$ cat src/rtl/chk_exp_table.sv
// Expected-write table: one synchronous write port, one combinational read port.
// Read data follows rd_idx in the same cycle; no backpressure.
module chk_exp_table #(
  parameter int ADDR_W = 32,
  parameter int DATA_W = 32,
  parameter int N_EXP  = 4,
  localparam int IDX_W = (N_EXP > 1) ? $clog2(N_EXP) : 1
) (
  input  logic              clk,
  input  logic              we,
  input  logic [IDX_W-1:0]  wr_idx,
  input  logic [ADDR_W-1:0] wr_addr,
  input  logic [DATA_W-1:0] wr_data,
  input  logic [IDX_W-1:0]  rd_idx,
  output logic [ADDR_W-1:0] rd_addr,
  output logic [DATA_W-1:0] rd_data
);

  logic [ADDR_W-1:0] addr_mem [N_EXP];
  logic [DATA_W-1:0] data_mem [N_EXP];

  // Contents are intentionally left unreset; software reloads before every start.
  always_ff @(posedge clk) begin
    if (we && (int'(wr_idx) < N_EXP)) begin
      addr_mem[wr_idx] <= wr_addr;
      data_mem[wr_idx] <= wr_data;
    end
  end

  assign rd_addr = addr_mem[rd_idx];
  assign rd_data = data_mem[rd_idx];

endmodule

$ cat config.mk
export PLATFORM = sky130hd
export DESIGN_NAME = chk_exp_table
export DESIGN_NICKNAME = d
export VERILOG_FILES = /design/src/rtl/chk_exp_table.sv
export SDC_FILE = /design/constraint.sdc
export NUM_CORES = 1
export LEC_CHECK = 0
export CAP_MARGIN = 0
export CELL_PAD_IN_SITES_DETAIL_PLACEMENT = 1
export CELL_PAD_IN_SITES_GLOBAL_PLACEMENT = 1
export CORE_MARGIN = 2
export CORE_UTILIZATION = 43
export CTS_CLUSTER_SIZE = 12
export DETAILED_ROUTE_END_ITERATION = 8
export PLACE_DENSITY = 0.85
export SKIP_CTS_REPAIR_TIMING = 1
export SYNTH_ARGS = -nofsm -noshare
export SYNTH_HDL_FRONTEND = slang
export SYNTH_SLANG_ARGS = --single-unit
$ cat constraint.sdc
create_clock -name clk -period 6.51 [get_ports clk]
set_input_delay 1.6275 -clock clk [delete_from_list [all_inputs] [get_ports clk]]
set_output_delay 1.6275 -clock clk [all_outputs]
set_load 0.01 [all_outputs]
==> reports/summary.txt, run 1 <==
Result of the run: finished, final reports clean
Main combinational cell family by area after synthesis: multiplexers
Startpoint type of the worst setup path: input port
Highest clock frequency the design can meet: 0.194 GHz
Number of different library cells in the post-synthesis netlist: 10
Fin crit share: 79.0%
Setup TNS: 0 ns
Cell count after synthesis: 338
Number of nets produced by synthesis: 408
Signal arrival time at the worst endpoint: 3.52 ns
Number of global-route vias before repair: 4,680
Sequential element share of the synthesized area: 82.3%
Die height: 151 um
Aggregate global routing overflow: 0
Slowest cell on the critical path: mux4_2
WL final: 17,600 um
Cell repeated most along the worst path: buf_4
Ordered cell list for the critical path: buf_4 -> buf_4 -> mux4_2 -> clkdlybuf4s50_1
Count of routing violations after the opening detailed-route iteration: 217
Vias after detailed routing: 4,119
Most instantiated cells after synthesis: 256 x edfxtp_1, 60 x mux4_2, 6 x buf_12, 6 x buf_2, 4 x mux4_1
Row Count: 53
LEAKAGE: 3.72 nW
Measured slew at the worst slew-check pin: 1.18 ns
Count of input and output buffers: 133
Maximum number of pins on one net before global-route repair: 65
Final slew viol count: 0
Hold violation total from the final report: 0
Remaining number of nets flagged by the antenna check after routing: 0
# setup viols final: 0
Ratio of cells with drive above 1 in the final layout: 19.9%
N_diodes: 0
Cell types occupying the most area after synthesis: edfxtp_1 82%, mux4_2 14%, buf_12 1.3%
Die W: 151 um
Post-synthesis instance area: 9340 sq um
Multiplexer share of the synthesized area: 15.6%
Post-placement worst setup slack: 1.28 ns
Total global-route track usage: 15.7%
Yosys reg bits: 256
Routability Congestion: 0.664
Count of flip-flops with a built-in enable after synthesis: 256
Number of clock buffers inserted by TritonCTS: 27
Final routed wire length divided by cell count: 22.7 um
Max-cap viol count: 0
Unrepaired setup endpoints after global routing: false
Mean area per synthesized cell: 27.6 sq um
Final critical path time including I/O delays and setup: 5.14 ns
Starting utilization of the core area: 44.2%
Top FF cell, synth: edfxtp_1
Share of the synthesized area in the top cell type: 82.3%
Number of vias per cell: 5.29
Maximum vdd drop: 218 uV
Maximum fanout encountered on the critical timing path: 24
First-pass detailed-route iteration total: 4
Peak per-stage delay on the critical path: 0.56 ns
TritonCTS clock tree: built
# clock sinks: 256
Growth of design area from synthesis to finish: 25.2%
Critical setup path kind: in2out
Maximum root-to-sink buffer count: 3
Hpwl dp: 10,300 um
HP Class: in2reg
Setup crit end kind: primary output
Power per standard cell area: 307 nW/um^2
Tightest slew margin relative to the limit: 21.6%
Core area: 21,200 sq um
Post-route DRC violation count: 0
Asr flop ratio synth: 0%
Adder-cell share of the synthesized area: 0%
Nets: 559
Xor and xnor area share after synthesis: 0%
Count leader, synth: edfxtp_1
Antenna violations before repair: 0
Post-synthesis compound-gate area fraction: 0%
Top-Level Pins: 134
Global-route wire length before repair: 27,200 um
Simple-gate portion of the synthesized area: 0.335%
Required time of the critical path: 4.88 ns
Clock root buffer: clkbuf_16
Final total power: 0.00360 W
Die Area: 22,900 sq um
Setup slack of the critical path after layout: 1.37 ns
Total number of H-tree levels: 1
Clock Pin Slew Worst Setup and Hold Paths: 0.06 ns
Synthesis warning total: 0
Area leader, netlist: edfxtp_1
## state kept, by name, indices dropped and copies added, names as in the netlist
| register | count |
|---|---|
| addr_mem | 128 |
| data_mem | 128 |
## kinds of logic after synthesis
kind of cell / after synthesis
simple gates: 4
buf+inv: 14
flops: 256
mux: 64
## worst max-delay path, delay by kind of cell
kind / cells / cell delay, ns
buffers and inverters: 3 / 1.31
multiplexers: 1 / 0.56
## per-layer routing
metal  vias up  track usage [%]  wire length (um)
li1       1784                -                 -
met1      2193             20.8              7410
met2       116             27.0              9030
met3        26             3.28               897
met4         0             3.64               297
met5         -                0                 0
## area by class of cell
class	count	area [sq um]
Fill cell	1769	9460
Timing Repair Buffer	136	1360
Tap cell	275	344
Clock inverter	10	92.6
Clock buffer	33	698
Sequential cell	256	7690
Multi-Input combinational cell	68	1510
## cells in the final DEF, fill, tap and decap left out, drive strengths merged
cell type / n
clkbuf: 33
mux4: 64
clkdlybuf4s50: 131
clkinv: 8
nor3b: 1
buf: 5
and3: 1
edfxtp: 256
and3b: 2
bufinv: 2
## through the flow
stage / std cells / util [%] / cell area [sq um] / hold slack (ns)
after floorplan: 338 / - / 9350 / 1.73
after global placement: 735 / 51.5 / 10900 / 2.25
after detailed placement: 735 / 51.5 / 10900 / 2.26
after CTS: 778 / 55.3 / 11700 / 1.73
after global routing: 778 / 55.3 / 11700 / 1.74
final: 778 / 55.3 / 11700 / 1.75
## where the power goes
part	total, W	switching, W	internal [W]
Clock	0.00139	0.000562	0.000827
Combinational	0.000283	0.000122	0.000161
Sequential	0.00192	0.0000197	0.00190
Total	0.00360	0.000704	0.00289
## path summary, 6_finish.rpt
kind                       start              to  slack, ns  cells after the start
worst max-delay path   rd_idx[0]     rd_data[14]       1.37                      4
worst min-delay path  wr_data[7]  data_mem[1][7]       1.75                      1
No activity file was read; power rests on OpenSTA's default activity.
==> run 2, diff against run 1 <==
==> constraint.sdc (replaced) <==
create_clock -name clk -period 4.7 [get_ports clk]
set_input_delay 1.175 -clock clk [delete_from_list [all_inputs] [get_ports clk]]
set_output_delay 1.175 -clock clk [all_outputs]
set_load 0.01 [all_outputs]
==> run 2 against run 1 <==
Combinational power is 40% higher. Sequential power is 39% higher. Worst setup slack worse by 0.54 ns. Clock power is 44% higher. Sequential share of layout area is 0.40 points lower. Flip-flop and latch count stayed put. Count of clock-buffer cells in the layout is 3 higher. Critical path depth stayed put. Critical path type unchanged. Critical endpoint is now rd_addr[3].
==> reports/summary.txt, run 2 (synthesis results as in run 1) <==
Max-cap viol count: 0
Core area: 21,200 sq um
Most common cell after layout, fill and taps aside: edfxtp_1
Total number of H-tree levels: 1
Maximum number of pins on one net before global-route repair: 65
TritonCTS clock tree: built
Antenna violations before repair: 1
# fillers: 1,752
Startpoint type of the worst setup path: input port
Aggregate global routing overflow: 0
Remaining number of nets flagged by the antenna check after routing: 0
Die height: 151 um
Count of input and output buffers: 133
Setup crit end kind: primary output
Biggest regs: addr_mem x128, data_mem x128
Count of routing violations after the opening detailed-route iteration: 191
Global-route wire length before repair: 27,100 um
Required time of the critical path: 3.52 ns
Final routed wire length divided by cell count: 22.3 um
Critical setup path kind: in2out
Row Count: 53
Result of the run: finished, final reports clean
Starting utilization of the core area: 44.2%
Post-layout util: 55.6%
# setup viols final: 0
Power per standard cell area: 430 nW/um^2
LEAKAGE: 3.75 nW
Clock Pin Slew Worst Setup and Hold Paths: 0.06 ns
Slowest cell on the critical path: mux4_2
Clock root buffer: clkbuf_16
Top-Level Pins: 134
Hpwl dp: 9930 um
Total global-route track usage: 15.7%
Die W: 151 um
Setup TNS: 0 ns
Final critical path time including I/O delays and setup: 3.87 ns
Highest clock frequency the design can meet: 0.258 GHz
Top library cells by usage in the layout, fill and taps aside: 256 x edfxtp_1, 131 x clkdlybuf4s50_1, 60 x mux4_2
First-pass detailed-route iteration total: 5
WL final: 17,500 um
Final total power: 0.00506 W
Number of vias per cell: 5.27
Unrepaired setup endpoints after global routing: false
Measured slew at the worst slew-check pin: 1.21 ns
Hold violation total from the final report: 0
Maximum fanout encountered on the critical timing path: 34
Number of clock buffers inserted by TritonCTS: 27
Tightest slew margin relative to the limit: 19.0%
Maximum root-to-sink buffer count: 3
Ordered cell list for the critical path: buf_4 -> buf_12 -> mux4_2 -> clkdlybuf4s50_1
Critical path buffer and inverter count: 3
HP Class: in2reg
Top cell family by delay on the critical path: buffers and inverters
Growth of design area from synthesis to finish: 26.0%
Vias after detailed routing: 4,120
Routability Congestion: 0.664
Final slew viol count: 0
Signal arrival time at the worst endpoint: 2.69 ns
Ratio of cells with drive above 1 in the final layout: 20.2%
Maximum vdd drop: 313 uV
# clock sinks: 256
Die Area: 22,900 sq um
Nets: 560
Fin crit share: 82.3%
Post-route DRC violation count: 0
Peak per-stage delay on the critical path: 0.55 ns
Number of global-route vias before repair: 4,675
-- run 2: cell count changes in the layout (fill, tap and decap cells not counted) --
| cell | previous run | this run |
|---|---|---|
| clkbuf_1 | 6 | 9 |
| diode_2 | 0 | 1 |
| clkinv_2 | 2 | 1 |
| clkinv_1 | 6 | 4 |
| buf_12 | 1 | 3 |
| inv_6 | 0 | 1 |
| buf_4 | 4 | 3 |
| bufinv_16 | 2 | 3 |
-- run 2: final cells by class --
type,count,area [sq um],share of cell area [%]
antenna,1,2.50,0.0213
clock buffer,36,709,6.03
clock inverter,9,119,1.01
multi-input combinational,68,1510,12.8
sequential,256,7690,65.3
tap,275,344,2.92
timing repair buffer,137,1390,11.8
-- run 2: power by group --
group	switching (W)	internal, W	total (W)
Sequential	0.0000271	0.00264	0.00266
Clock	0.000792	0.00121	0.00200
Combinational	0.000170	0.000225	0.000395
-- run 2: worst paths after layout --
path,startpoint,end,slack [ns],cells after the start
max,rd_idx[0],rd_addr[3],0.83,4
min,wr_data[18],data_mem[0][18],1.28,1
-- run 2: layer usage --
metal	vias up	part of all wire (%)	global-route usage (%)
li1	1794	-	-
met4	0	3.0	5.23
met3	43	5.6	3.10
met2	145	51	26.6
met5	-	0	0
met1	2138	41	20.7
-- run 2: metrics by stage --
stage / setup WS [ns] / std cells / cell area, sq um / hold WS, ns
6_report: 0.831 / 782 / 11800 / 1.28
5_1_grt: 0.774 / 782 / 11800 / 1.28
4_1_cts: 0.821 / 781 / 11800 / 1.25
3_5_place_dp: 0.822 / 736 / 10900 / 1.81
3_3_place_gp: 0.837 / 736 / 10900 / 1.80
2_1_floorplan: 0.543 / 338 / 9350 / 1.27
